## src/rtl/speed_logger_pkg.sv

```systemverilog
// Shared definitions for the toll-lane speed path: default widths, clock rate,
// speed limit, record/bus field positions and the LED FSM state encoding.
package speed_logger_pkg;

    localparam int DEF_WIDTH_SPEED = 14;
    localparam int DEF_WIDTH_CNT   = 16;
    localparam int DEF_DEPTH       = 8;
    localparam int SYS_FREQ        = 10_000_000;
    localparam int DEF_SPEED_LIMIT = 60;
    localparam int DEF_LED_HOLD    = SYS_FREQ / 2;

    localparam int REC_SPEED_LSB = 0;
    localparam int REC_OVS_IDX   = DEF_WIDTH_SPEED;
    localparam int BUS_DONE_IDX  = DEF_WIDTH_SPEED;

    // The flag bit sits directly above the speed field in both the bus and the record.
    function automatic int flag_idx(input int width_speed);
        return width_speed;
    endfunction

    typedef enum logic {
        LED_ST_IDLE = 1'b0,
        LED_ST_HOLD = 1'b1
    } led_state_e;

endpackage

```

## src/rtl/speed_logger_if.sv

```systemverilog
// Valid/ready read port carrying {overspeed, speed} records to the display/UART stage.
interface speed_logger_if #(
    parameter int WIDTH = 15
) ();
    logic             rd_valid;
    logic             rd_ready;
    logic [WIDTH-1:0] rd_data;

    modport master (output rd_valid, output rd_data, input rd_ready);
    modport slave  (input rd_valid, input rd_data, output rd_ready);
endinterface

```

## src/rtl/speed_logger_sync_fifo.sv

```systemverilog
// Synchronous FIFO with wrap-bit pointers and a registered head output that
// accepts a push into a full FIFO when a pop frees the slot in the same cycle.
module sync_fifo #(
    parameter int WIDTH = 15,
    parameter int DEPTH = 8
) (
    input  logic             clk,
    input  logic             reset,
    input  logic             clear,
    input  logic             push,
    input  logic [WIDTH-1:0] wr_data,
    input  logic             pop,
    output logic             rd_valid,
    output logic [WIDTH-1:0] rd_data,
    output logic             full
);

    localparam int AW = $clog2(DEPTH);
    localparam logic [AW:0] PTR_ONE  = {{AW{1'b0}}, 1'b1};
    localparam logic [AW:0] PTR_ZERO = {(AW + 1){1'b0}};

    logic [WIDTH-1:0] mem_q [DEPTH];
    logic [AW:0]      wr_ptr_q, wr_ptr_d;
    logic [AW:0]      rd_ptr_q, rd_ptr_d;
    logic             rd_valid_q, rd_valid_d;
    logic [WIDTH-1:0] rd_data_q, rd_data_d;
    logic             full_s;
    logic             do_push_s;
    logic             do_pop_s;

    // Next pointers and next head record, looking through a same-cycle write.
    always_comb begin
        full_s     = (wr_ptr_q[AW] != rd_ptr_q[AW]) && (wr_ptr_q[AW-1:0] == rd_ptr_q[AW-1:0]);
        do_pop_s   = pop & rd_valid_q;
        do_push_s  = push & (~full_s | do_pop_s);
        wr_ptr_d   = wr_ptr_q;
        rd_ptr_d   = rd_ptr_q;
        rd_valid_d = rd_valid_q;
        rd_data_d  = rd_data_q;
        if (clear) begin
            wr_ptr_d   = PTR_ZERO;
            rd_ptr_d   = PTR_ZERO;
            rd_valid_d = 1'b0;
        end else begin
            if (do_push_s) begin
                wr_ptr_d = wr_ptr_q + PTR_ONE;
            end else begin
                wr_ptr_d = wr_ptr_q;
            end
            if (do_pop_s) begin
                rd_ptr_d = rd_ptr_q + PTR_ONE;
            end else begin
                rd_ptr_d = rd_ptr_q;
            end
            rd_valid_d = (wr_ptr_d != rd_ptr_d);
            // Empty-before-push means the new head is the word being written now.
            if (!rd_valid_d) begin
                rd_data_d = rd_data_q;
            end else if (do_push_s && (rd_ptr_d == wr_ptr_q)) begin
                rd_data_d = wr_data;
            end else begin
                rd_data_d = mem_q[rd_ptr_d[AW-1:0]];
            end
        end
    end

    // Storage array; contents need no reset since the pointers gate visibility.
    always_ff @(posedge clk) begin
        if (!reset && !clear && do_push_s) begin
            mem_q[wr_ptr_q[AW-1:0]] <= wr_data;
        end
    end

    // Pointer and head-register state.
    always_ff @(posedge clk) begin
        if (reset) begin
            wr_ptr_q   <= PTR_ZERO;
            rd_ptr_q   <= PTR_ZERO;
            rd_valid_q <= 1'b0;
            rd_data_q  <= {WIDTH{1'b0}};
        end else begin
            wr_ptr_q   <= wr_ptr_d;
            rd_ptr_q   <= rd_ptr_d;
            rd_valid_q <= rd_valid_d;
            rd_data_q  <= rd_data_d;
        end
    end

    assign rd_valid = rd_valid_q;
    assign rd_data  = rd_data_q;
    assign full     = full_s;

endmodule

```

## src/rtl/speed_logger.sv

```systemverilog
// Captures one {overspeed, speed} record per rising edge of done, queues it for
// the display stage, counts vehicles/violations and stretches an overspeed LED.
module speed_logger
    import speed_logger_pkg::*;
#(
    parameter int WIDTH_SPEED = DEF_WIDTH_SPEED,
    parameter int DEPTH       = DEF_DEPTH,
    parameter int SPEED_LIMIT = DEF_SPEED_LIMIT,
    parameter int WIDTH_CNT   = DEF_WIDTH_CNT,
    parameter int LED_HOLD    = DEF_LED_HOLD
) (
    input  logic                   clk,
    input  logic                   reset,
    input  logic [WIDTH_SPEED:0]   done_speed,
    input  logic                   clear,
    speed_logger_if.master         rd,
    output logic [WIDTH_CNT-1:0]   veh_count,
    output logic [WIDTH_CNT-1:0]   viol_count,
    output logic                   overflow,
    output logic                   led_overspeed
);

    localparam int FLAG_IDX = flag_idx(WIDTH_SPEED);
    localparam logic [31:0]          LIMIT_W  = 32'(SPEED_LIMIT);
    localparam logic [WIDTH_CNT-1:0] CNT_ONE  = {{(WIDTH_CNT - 1){1'b0}}, 1'b1};
    localparam logic [WIDTH_CNT-1:0] CNT_MAX  = {WIDTH_CNT{1'b1}};
    localparam logic [WIDTH_CNT-1:0] CNT_ZERO = {WIDTH_CNT{1'b0}};
    localparam int TW = (LED_HOLD > 1) ? $clog2(LED_HOLD) : 1;
    localparam logic [TW-1:0] TIMER_LOAD = TW'(LED_HOLD - 1);
    localparam logic [TW-1:0] TIMER_ONE  = {{(TW - 1){1'b0}}, 1'b1};
    localparam logic [TW-1:0] TIMER_ZERO = {TW{1'b0}};

    logic                   done_prev_q, done_prev_d;
    logic [WIDTH_CNT-1:0]   veh_q, veh_d;
    logic [WIDTH_CNT-1:0]   viol_q, viol_d;
    logic                   overflow_q, overflow_d;
    led_state_e             led_state_q;
    logic [TW-1:0]          led_timer_q;
    logic                   led_q;

    logic                   done_s;
    logic [WIDTH_SPEED-1:0] speed_s;
    logic                   capture_s;
    logic                   ovs_s;
    logic [WIDTH_SPEED:0]   record_s;
    logic                   pop_s;
    logic                   fifo_full_s;
    logic                   led_trig_s;

    // Edge detect, classification and record assembly.
    always_comb begin
        done_s      = done_speed[FLAG_IDX];
        speed_s     = done_speed[WIDTH_SPEED-1:0];
        done_prev_d = done_s;
        capture_s   = done_s & ~done_prev_q;
        ovs_s       = (32'(speed_s) > LIMIT_W);
        record_s    = {ovs_s, speed_s};
        pop_s       = rd.rd_valid & rd.rd_ready;
        led_trig_s  = capture_s & ovs_s & ~clear;
    end

    // Saturating counters and sticky overflow; clear overrides any capture.
    always_comb begin
        veh_d      = veh_q;
        viol_d     = viol_q;
        overflow_d = overflow_q;
        if (clear) begin
            veh_d      = CNT_ZERO;
            viol_d     = CNT_ZERO;
            overflow_d = 1'b0;
        end else if (capture_s) begin
            if (veh_q != CNT_MAX) begin
                veh_d = veh_q + CNT_ONE;
            end else begin
                veh_d = veh_q;
            end
            if (ovs_s && (viol_q != CNT_MAX)) begin
                viol_d = viol_q + CNT_ONE;
            end else begin
                viol_d = viol_q;
            end
            if (fifo_full_s && !pop_s) begin
                overflow_d = 1'b1;
            end else begin
                overflow_d = overflow_q;
            end
        end else begin
            veh_d      = veh_q;
            viol_d     = viol_q;
            overflow_d = overflow_q;
        end
    end

    // Edge history, counters and overflow flag; history resets high to ignore a held done.
    always_ff @(posedge clk) begin
        if (reset) begin
            done_prev_q <= 1'b1;
            veh_q       <= CNT_ZERO;
            viol_q      <= CNT_ZERO;
            overflow_q  <= 1'b0;
        end else begin
            done_prev_q <= done_prev_d;
            veh_q       <= veh_d;
            viol_q      <= viol_d;
            overflow_q  <= overflow_d;
        end
    end

    // LED stretcher: HOLD lasts LED_HOLD cycles after the most recent overspeed capture.
    always_ff @(posedge clk) begin
        if (reset) begin
            led_state_q <= LED_ST_IDLE;
            led_timer_q <= TIMER_ZERO;
            led_q       <= 1'b0;
        end else begin
            case (led_state_q)
                LED_ST_IDLE: begin
                    if (led_trig_s) begin
                        led_state_q <= LED_ST_HOLD;
                        led_timer_q <= TIMER_LOAD;
                        led_q       <= 1'b1;
                    end else begin
                        led_q       <= 1'b0;
                    end
                end
                LED_ST_HOLD: begin
                    if (led_trig_s) begin
                        led_timer_q <= TIMER_LOAD;
                        led_q       <= 1'b1;
                    end else if (led_timer_q == TIMER_ZERO) begin
                        led_state_q <= LED_ST_IDLE;
                        led_q       <= 1'b0;
                    end else begin
                        led_timer_q <= led_timer_q - TIMER_ONE;
                        led_q       <= 1'b1;
                    end
                end
                default: begin
                    led_state_q <= LED_ST_IDLE;
                    led_timer_q <= TIMER_ZERO;
                    led_q       <= 1'b0;
                end
            endcase
        end
    end

    sync_fifo #(
        .WIDTH (WIDTH_SPEED + 1),
        .DEPTH (DEPTH)
    ) u_fifo (
        .clk      (clk),
        .reset    (reset),
        .clear    (clear),
        .push     (capture_s),
        .wr_data  (record_s),
        .pop      (pop_s),
        .rd_valid (rd.rd_valid),
        .rd_data  (rd.rd_data),
        .full     (fifo_full_s)
    );

    assign veh_count     = veh_q;
    assign viol_count    = viol_q;
    assign overflow      = overflow_q;
    assign led_overspeed = led_q;

endmodule

```

## src/flat_wrapper.sv

```systemverilog
// flat-port wrapper written by rule: the top's interface ports become plain ports
module speed_logger_flat import speed_logger_pkg::*;
#(
    parameter int WIDTH_SPEED = DEF_WIDTH_SPEED,
    parameter int DEPTH       = DEF_DEPTH,
    parameter int SPEED_LIMIT = DEF_SPEED_LIMIT,
    parameter int WIDTH_CNT   = DEF_WIDTH_CNT,
    parameter int LED_HOLD    = DEF_LED_HOLD
)
  (clk, reset, done_speed, clear, veh_count, viol_count, overflow, led_overspeed, rd_rd_valid, rd_rd_data, rd_rd_ready);
  speed_logger_if #(.WIDTH((14) + 1)) rd_i ();
  input  logic clk;
  input  logic reset;
  input  logic [WIDTH_SPEED:0] done_speed;
  input  logic clear;
  output logic [WIDTH_CNT-1:0] veh_count;
  output logic [WIDTH_CNT-1:0] viol_count;
  output logic overflow;
  output logic led_overspeed;
  output wire logic [$bits(rd_i.rd_valid)-1:0] rd_rd_valid;
  output wire logic [$bits(rd_i.rd_data)-1:0] rd_rd_data;
  input wire logic [$bits(rd_i.rd_ready)-1:0] rd_rd_ready;
  assign rd_rd_valid = rd_i.rd_valid;
  assign rd_rd_data = rd_i.rd_data;
  assign rd_i.rd_ready = rd_rd_ready;
  speed_logger #(.WIDTH_SPEED(WIDTH_SPEED), .DEPTH(DEPTH), .SPEED_LIMIT(SPEED_LIMIT), .WIDTH_CNT(WIDTH_CNT), .LED_HOLD(LED_HOLD)) u_core (.clk(clk), .reset(reset), .done_speed(done_speed), .clear(clear), .rd(rd_i), .veh_count(veh_count), .viol_count(viol_count), .overflow(overflow), .led_overspeed(led_overspeed));
endmodule
```

## config.mk

```make
export PLATFORM = sky130hd
export DESIGN_NAME = speed_logger_flat
export DESIGN_NICKNAME = d
export VERILOG_FILES = /design/src/rtl/speed_logger_pkg.sv /design/src/rtl/speed_logger_if.sv /design/src/rtl/speed_logger_sync_fifo.sv /design/src/rtl/speed_logger.sv /design/src/flat_wrapper.sv
export SDC_FILE = /design/constraint.sdc
export NUM_CORES = 1
export LEC_CHECK = 0
export ABC_CLOCK_PERIOD_IN_PS = 3700
export CORE_MARGIN = 2
export CORE_UTILIZATION = 40
export DETAILED_ROUTE_END_ITERATION = 6
export HOLD_SLACK_MARGIN = 0.06
export SYNTH_ARGS = -nofsm -noshare
export SYNTH_HDL_FRONTEND = slang
export SYNTH_HIERARCHICAL = 1
export SYNTH_SLANG_ARGS = --single-unit
```

## constraint.sdc

```tcl
create_clock -name clk -period 3.7 [get_ports clk]
set_clock_uncertainty 0.1 [all_clocks]
set_input_delay 0.555 -clock clk [delete_from_list [all_inputs] [get_ports clk]]
set_output_delay 0.555 -clock clk [all_outputs]
set_load 0.03 [all_outputs]
```

Word level (Yosys, flattened, before mapping):

Memory sizes are Yosys's and may differ from the RTL's.
Index checks and enable logic that the tools add are counted.

* bits in registers: 82
* latch bits: 0
* bits in writable memories: 120
* bits in read-only memories: 0
* input port bits: 19
* logic and storage cells: 67
* memories kept: 1

* $add $sub $neg: 5
* multiply operators: 0
* divide/modulo/power cells: 0
* magnitude comparators: 1
* equality and inequality tests: 8
* shift operators: 0
* mux-type cells: 15
* bitwise gates (word level): 11
* reduce and logical (&&, ||, !) cells: 16

Memory list
* u_core.u_fifo.mem_q: depth 8, bits a word 15, read ports 1, clocked after Yosys merged registers in 0, wr ports 1, RTL line speed_logger_sync_fifo.sv:22 `logic [WIDTH-1:0] mem_q [DEPTH];`

Operators by type and width (count)
* 2-to-1 mux 23 bit: 3
* one-hot mux 23 bit (2 select lines): 1
* adder 16 x 1 -> 16 bit, second input constant: 2
* != test 16 bit, second input constant: 2
* logical NOT 23 bit: 1
* subtractor 23 x 1 -> 23 bit, second input constant: 1
* 2-to-1 mux 4 bit: 4
* 2-to-1 mux 15 bit: 1
* greater-than comparator 14 x 6 -> 1 bit, second input constant: 1
* AND reduction 2 bit: 5
* adder 4 x 1 -> 4 bit, second input constant: 2
* bitwise AND 1 bit: 6
* logical AND 1 bit: 6
* 2-to-1 mux 1 bit: 5
* == test 4 bit: 1
* != test 4 bit: 1
* inverter 1 bit: 4
* == test 3 bit: 1
* logical NOT 1 bit: 3
* != test 3 bit, second input constant: 1
* != test 2 x 1 -> 1 bit, second input constant: 1
* one-hot mux 1 bit (2 select lines): 1
* OR reduction 2 bit: 1
* != test 1 bit: 1
* OR 1 bit: 1

Longest topological paths before layout:

Gate-level depths: netlist (run 1).

* word-level depth: 9
* gate-level depth with buffers: 10
* depth with buffers taken out: 8

By module:

Netlist (run 1), hierarchy kept.

By module, submodules not included
* sync_fifo: instances 1, cells an instance 482, area an instance 6137.1 um^2, seq. area each 4083.9 um^2
* speed_logger: instances 1, cells an instance 344, area an instance 2917.8 um^2, seq. area each 1161.1 um^2

Worst setup path after synthesis (run 1):

OpenSTA, ideal clock, no wires.

* kind: register to register
* from: register u_core.u_fifo.rd_valid_q, in the netlist u_core/u_fifo/rd_valid
* to: memory u_core.u_fifo.mem_q[2][0], enable pin
* library setup time: 409 ps
* arrival time: 2830 ps
* data required time: 3191 ps
* setup slack: 361 ps
* stages on the path, launching flop included: 7
* path through: dfxtp_1 and2_1 nand2_1 nand2_2 nand2_4 or3_1 nor3b_1

* longest elaborated chain between the ends: 7

Ends and longest elaborated chain
* start: declaration: RTL line speed_logger_sync_fifo.sv:25 `logic rd_valid_q, rd_valid_d;`
* start signal: assignment: RTL line speed_logger_sync_fifo.sv:84 `rd_valid_q <= rd_valid_d;`
* bitwise AND 1 bit: RTL line speed_logger.sv:58 `pop_s = rd.rd_valid & rd.rd_ready;`
* named net u_core.pop_s: RTL line speed_logger.sv:46 `logic pop_s;`
* bitwise AND 1 bit: RTL line speed_logger_sync_fifo.sv:34 `do_pop_s = pop & rd_valid_q;`
* OR 1 bit: RTL line speed_logger_sync_fifo.sv:35 `do_push_s = push & (~full_s | do_pop_s);`
* bitwise AND 1 bit: RTL line speed_logger_sync_fifo.sv:35
* logical AND 1 bit: RTL line speed_logger_sync_fifo.sv:69 `if (!reset && !clear && do_push_s) begin`
* 2-to-1 mux 1 bit: RTL line speed_logger_sync_fifo.sv:69
* 2-to-1 mux 1 bit (not written as such): RTL line speed_logger_sync_fifo.sv:70 `mem_q[wr_ptr_q[AW-1:0]] <= wr_data;`
* end: declaration: RTL line speed_logger_sync_fifo.sv:22

The timed path passes the listed nets, and every way through them passes these cells.

Worst setup path after layout (run 1):

* from: input done_speed[9]
* to: register u_core.viol_q[9], in the netlist u_core/viol_count[9]

* longest elaborated chain between the ends: 3

Ends and longest elaborated chain
* start: declaration: RTL line flat_wrapper.sv:14 `input logic [WIDTH_SPEED:0] done_speed;`
* greater-than comparator 14 x 6 -> 1 bit: RTL line speed_logger.sv:56 `ovs_s = (32'(speed_s) > LIMIT_W);`
* named net u_core.ovs_s: RTL line speed_logger.sv:44 `logic ovs_s;`
* logical AND 1 bit: RTL line speed_logger.sv:77 `if (ovs_s && (viol_q != CNT_MAX)) begin`
* AND reduction 2 bit (no source line)
* end signal: assignment: RTL line speed_logger.sv:104 `viol_q <= viol_d;`
* end: declaration: RTL line speed_logger.sv:35 `logic [WIDTH_CNT-1:0] viol_q, viol_d;`

The timed path passes the listed nets, and every way through them passes these cells.
A chain may end at the register's enable or synchronous reset.

==> flow_summary.ini, run 1 <==
[outcome]
status = finished, final reports clean

[setup_path]
critPathArrivalTime_ps = 3110
cp-endpoint = u_core/viol_count[9]
start_kind = input port
r2r_cells = 9
r2r-start = u_core/u_fifo/rd_valid
end_kind = flop
cp_max_fo = 11
cpPeakStageDelay_ps = 790
crit_path_cell_trace = clkdlybuf4s50_1 > nor4_1 > o211a_1 > inv_1 > nand3_1 > or4_1 > a21oi_1
crit_path_start = done_speed[9]
required_ps = 4030
r2r-end = u_core/u_fifo/rd_data[0]
regToRegSetupSlack_ps = 960
crit_type = in2reg
slowest_stage = clkdlybuf4s50_1

[clocking]
clk_pin_slew_ps = 60
clockBufferDepth = 3
cts_sinks = 202
cts_tree = built
postCtsResizedCells = 0
cts_max_level = 1
cts-hold-fix-buffers = 0
clk_latency_ps = 500
cts_made_buffers = 22
cts_setup_buffers = 0
root_buffer = clkbuf_16

[place]
place_congestion = 0.7987
placed_area_um2 = 10250
dp_hpwl_mm = 14.28
io_buffers = 68
pre_cts_ws_ps = 435.8

[final_layout]
num-fill-cells = 2044
drive_gt1_share_pct = 14.64
final_nets = 937
seqCellArea_um2 = 5245
area_growth_pct = 22.37
multiInputGateArea_um2 = 3596
final_cell_area_um2 = 11080
post-route-util_pct = 49.39
antenna_cells = 0

[global_routing]
grt_antenna_before_repair = 0
grt_overflow_total = 0
grt_pass1_wl_mm = 34.78
grtUsageMet2_pct = 28.70
grt_util_met1_pct = 25.48
grt_usage_pct = 18.19
top_usage_layer = met2
grt_use_met3_pct = 3.166
grt_pass1_vias = 6377
grt_max_degree = 41

[drt]
viasPerCell = 5.531
vias = 6715
wl_per_cell_um = 17.95
drc = 0
drtIter0Drc = 431
final_antenna_net_count = 0
wirelength_mm = 21.80
drt_first_pass_iters = 5

[logic_synthesis]
avgSynthCellArea_um2 = 10.96
synth_top_family_by_area = simple AND/OR/NAND/NOR gates
netlist_instances = 826
syn-cell-area_um2 = 9055
synth.distinct_cells = 63
synth-simple-area-share_pct = 21.28
ys.flop_type = edfxtp_1
yosysWarnings = 6
ys_seq_area_share_pct = 57.92
synth_seq_cells = 202
synth_edf_count = 120
synthArstFlopShare_pct = 0
synthMuxAreaShare_pct = 1.105
synth_compound_gate_area_share_pct = 12.16
synth_xor_area_share_pct = 4.007
synth_fp_nets = 850
synthAdderAreaFrac_pct = 0.6909

[die]
core_area_um2 = 22430
fp.dieH_um = 154.5
rows = 55
die_area_um2 = 23860
start_util_pct = 40.36
ioPinCount = 69
die_w_um = 154.5

[sta]
period_share_pct = 75.09
final-hold-violation-count = 0
max_freq_mhz = 359.9
period_needed_ps = 2778
setup_slack_ps = 921.6
slew_headroom_pct = 36.54
worst_pin_slew_ps = 944.6
finalSetupTns_ps = 0
report.final.slew_viol_count = 0
rsz0062_at_grt = no
finalSetupViolCount = 0

[power]
p_seq_share_pct = 46.6
power.density_nw_per_um2 = 470.5
p_leak_nw = 3.777
internal-power_mw = 4.078
sw_frac_of_total_pct = 21.79
clkPwrFrac_pct = 47.1
p_total_mw = 5.214
p_sw_mw = 1.136
combPwrFrac_pct = 6.3
vdd_drop_max_mv = 0.3197

[flow_run]
maxCapViolations = 0

[min_path]
min_path_type = reg2reg
[cells in the mapped netlist, drive strengths merged, types with 16 or more instances]
| library cell | number | area share [%] |
|---|---|---|
| nand2 | 133 | 5.7 |
| edfxtp | 120 | 40 |
| dfxtp | 82 | 18 |
| nor2 | 61 | 2.5 |
| nand3 | 50 | 2.8 |
| clkbuf | 32 | 1.3 |
| a21oi | 31 | 1.7 |
| a31oi | 25 | 1.9 |
| nand4 | 22 | 2.1 |
| and3 | 20 | 1.4 |
| or4 | 20 | 1.7 |
| xor2 | 20 | 2.3 |
| a211oi | 18 | 1.5 |
| xnor2 | 18 | 1.7 |
| a311oi | 16 | 2.3 |
| o31ai | 16 | 1.3 |
[state kept, by name, indices dropped and copies added (netlist names)]
signal / cells
u_core/veh_count: 16
u_core/led_timer_q: 23
u_core/u_fifo/rd_valid: 1
u_core/done_prev_q: 1
u_core/u_fifo/rd_ptr_q: 4
u_core/overflow: 1
u_core/viol_count: 16
u_core/u_fifo/mem_q: 120
u_core/u_fifo/wr_ptr_q: 4
u_core/led_overspeed: 1
u_core/u_fifo/rd_data: 15
[stage by stage]
stage | hold slack, ps | std cells
global route | 423.0 | 1214
CTS | 382.1 | 1214
floorplan | 346.3 | 826
detailed placement | 369.5 | 1174
global placement | 361.7 | 1174
finish | 379.5 | 1214
[layout make-up]
class / count / share of cell area [%]
inverters: 6 / 0.2033
well taps: 285 / 3.218
flip-flops and latches: 202 / 47.34
clock inverters: 13 / 1.863
clock buffers: 27 / 5.601
repair buffers: 110 / 9.327
multi-input cells: 571 / 32.45
[cell usage in the layout, fill, tap and decap left out, types with 6 or more instances in the layout]
cell type        instances
a31oi_1                 24
clkdlybuf4s50_1         68
dfxtp_1                 82
xor2_1                  16
mux2i_1                 10
nand2_1                129
a211oi_1                18
o31ai_1                 14
nand4_2                  9
or3_1                   12
a311oi_2                11
nand4_1                 13
or2_2                    9
or4_1                   19
buf_4                   39
nand3_1                 50
nor2_1                  61
nor3_1                   9
xnor2_1                 18
clkbuf_16               23
a21oi_1                 31
o21ai_0                 12
inv_1                    6
edfxtp_1               120
nor4_1                   9
and3_1                  20
[kinds of logic (layout without fill, tap and decap cells)]
| logic type | after synthesis | after routing |
|---|---|---|
| muxes | 10 | 10 |
| and+or+nand+nor | 372 | 372 |
| AOI/OAI and AO/OA | 146 | 146 |
| adders and majority gates | 5 | 5 |
| buffers and inverters | 53 | 156 |
| DFF | 202 | 202 |
| xor gates and xnor gates | 38 | 38 |
[routing by layer]
metal  part of all wire (%)  vias to the layer above
li1                       -                     3264
met3                    5.7                       45
met2                     46                      181
met4                    2.8                        0
met5                      0                        -
met1                     46                     3225
[power groups by stage]
stage	Clock, mW	Sequential [mW]	Combinational [mW]
after floorplan	0	2.50	0.184
after global placement	0	2.48	0.326
after detailed placement	0	2.48	0.329
after CTS	2.50	2.43	0.331
after global routing	2.58	2.43	0.359
final	2.45	2.43	0.329
[worst min-delay path by stage]
stage	startpoint	end	slack, ps	cells after the start
floorplan	u_core/led_timer_q[20]	u_core/led_timer_q[20]	350	2
global placement	u_core/led_timer_q[20]	u_core/led_timer_q[20]	360	2
detailed placement	u_core/led_timer_q[20]	u_core/led_timer_q[20]	370	2
CTS	u_core/led_timer_q[20]	u_core/led_timer_q[20]	380	2
global route	u_core/led_timer_q[20]	u_core/led_timer_q[20]	420	2
finish	u_core/overflow	u_core/overflow	380	2
[critical path: cells and delay by family]
kind            cells  cell delay (ps)
compound gates      2              400
simple gates        3             1080
buf+inv             2             1060
No activity file was read; power rests on OpenSTA's default activity.
==> run 2, diff against run 1 <==
--- a/config.mk
+++ b/config.mk
@@ -5,7 +5,7 @@
 export SDC_FILE = /design/constraint.sdc
 export NUM_CORES = 1
 export LEC_CHECK = 0
-export ABC_CLOCK_PERIOD_IN_PS = 3700
+export ABC_CLOCK_PERIOD_IN_PS = 2910
 export CORE_MARGIN = 2
 export CORE_UTILIZATION = 40
 export DETAILED_ROUTE_END_ITERATION = 6
==> constraint.sdc (replaced) <==
create_clock -name clk -period 2.91 [get_ports clk]
set_clock_uncertainty 0.1 [all_clocks]
set_input_delay 0.4365 -clock clk [delete_from_list [all_inputs] [get_ports clk]]
set_output_delay 0.4365 -clock clk [all_outputs]
set_load 0.03 [all_outputs]
==> flow_summary.ini, run 2 (synthesis gave the netlist of run 1 again) <==
[clocking]
clockBufferDepth = 3
cts_tree = built
clk_latency_ps = 500
cts-hold-fix-buffers = 0
cts_sinks = 202
postCtsResizedCells = 0
cts_max_level = 1
root_buffer = clkbuf_16
cts_setup_buffers = 0
clk_pin_slew_ps = 60
cts_made_buffers = 23

[drt]
wirelength_mm = 21.98
drc = 0
wl_per_cell_um = 17.67
final_antenna_net_count = 0
drt_first_pass_iters = 5
drtIter0Drc = 478
viasPerCell = 5.412
vias = 6733

[final_layout]
final_cell_area_um2 = 11310
final_nets = 967
final_common_cell = nand2_1
layout_common_cells = nand2_1 (129), edfxtp_1 (120), dfxtp_1 (82)
drive_gt1_share_pct = 16.58
antenna_cells = 0
area_growth_pct = 24.94
post-route-util_pct = 50.43
largest_reg_flops = 120
num-fill-cells = 2040

[setup_path]
end_kind = flop
regToRegSetupSlack_ps = 270
r2r_cells = 7
slowest_stage = o31ai_2
crit_path_cell_trace = and2_1 > nand2_1 > o31ai_2 > buf_4 > a31oi_1 > nand4_2 > a311oi_2
critPathArrivalTime_ps = 2910
cp_max_fo = 8
crit_type = reg2reg
r2r-start = u_core/u_fifo/rd_valid
cpPeakStageDelay_ps = 780
start_kind = flop
r2r-end = u_core/u_fifo/rd_data[13]
required_ps = 3170

[sta]
setup_slack_ps = 265.4
worst_pin_slew_ps = 917.2
period_needed_ps = 2645
period_share_pct = 90.88
finalSetupViolCount = 0
slew_headroom_pct = 38.38
max_freq_mhz = 378.1
final-hold-violation-count = 0
rsz0062_at_grt = no
report.final.slew_viol_count = 0

[global_routing]
grt_overflow_total = 0
grt_pass1_wl_mm = 34.81
grt_antenna_before_repair = 0
grt_pass1_vias = 6417
grt_usage_pct = 18.28
grt_max_degree = 58

[place]
place_congestion = 0.8245
io_buffers = 68
dp_hpwl_mm = 14.77
pre_cts_ws_ps = -75.76
placed_area_um2 = 10550

[die]
fp.dieH_um = 154.5
die_w_um = 154.5
die_area_um2 = 23860
start_util_pct = 40.36
core_area_um2 = 22430
rows = 55
ioPinCount = 69

[min_path]
hold_start = u_core/overflow
holdPathStages = 2
hold_path_end = u_core/overflow
min_path_type = reg2reg

[flow_run]
maxCapViolations = 0

[power]
power.density_nw_per_um2 = 571.1
vdd_drop_max_mv = 0.2668
p_leak_nw = 3.919
p_total_mw = 6.461

[outcome]
status = finished, final reports clean
-- run 2: changes by cell type in the layout (fill, tap and decap cells not counted), sizes merged --
cell / before / now
buf: 42 / 71
clkinv: 4 / 9
clkinvlp: 3 / 1
bufinv: 5 / 4
inv: 7 / 6
-- run 2: how the worst max path moves through the flow --
stage                     cells past startpoint                   endpoint  slack (ps)                      start
final                                         7  u_core/u_fifo/rd_data[13]         270     u_core/u_fifo/rd_valid
after global placement                        9   u_core/u_fifo/rd_data[7]         -40                rd_rd_ready
after global routing                         10   u_core/u_fifo/rd_data[4]         130  u_core/u_fifo/rd_ptr_q[0]
after CTS                                     7  u_core/u_fifo/rd_data[13]         280     u_core/u_fifo/rd_valid
after detailed placement                      7       u_core/viol_count[6]         -80              done_speed[3]
after floorplan                               6  u_core/u_fifo/mem_q[2][0]          60     u_core/u_fifo/rd_valid
-- run 2: metal layers --
| layer | vias to the layer above | routed length, µm | global-route usage [%] |
|---|---|---|---|
| met4 | 0 | 352 | 4.718 |
| met5 | - | 0 | 0 |
| met3 | 28 | 1108 | 2.942 |
| li1 | 3340 | - | - |
| met1 | 3218 | 10110 | 24.90 |
| met2 | 147 | 10410 | 30.57 |
-- run 2: through the flow --
step	TNS [ps]	hold WS (ps)	cells
after floorplan	0	346.3	826
after global placement	-287.7	353.6	1203
after detailed placement	-723.4	360.0	1203
final	0	369.5	1244
after CTS	0	374.3	1244
after global routing	0	408.7	1244
-- run 2: final cells by class --
| class | instances | area [µm²] | share of cell area [%] |
|---|---|---|---|
| Inverter | 6 | 22.52 | 0.1991 |
| Multi-Input combinational cell | 571 | 3596 | 31.78 |
| Clock buffer | 27 | 600.6 | 5.309 |
| Timing Repair Buffer | 139 | 1326 | 11.72 |
| Sequential cell | 202 | 5245 | 46.36 |
| Tap cell | 285 | 356.6 | 3.152 |
| Clock inverter | 14 | 166.4 | 1.471 |
-- run 2: power by group --
group | switching (mW) | internal [mW] | leakage [nW]
Clock | 1.11 | 1.82 | 0.374
Sequential | 0.0325 | 3.06 | 1.76
Combinational | 0.263 | 0.176 | 1.78
Total | 1.41 | 5.05 | 3.92
-- run 2: critical path, delay by kind of cell (launching register included) --
family                 cells  cell delay [ps]
and+or+nand+nor            3              660
DFF                        1              480
AOI/OAI and AO/OA          3              980
buffers and inverters      1              280
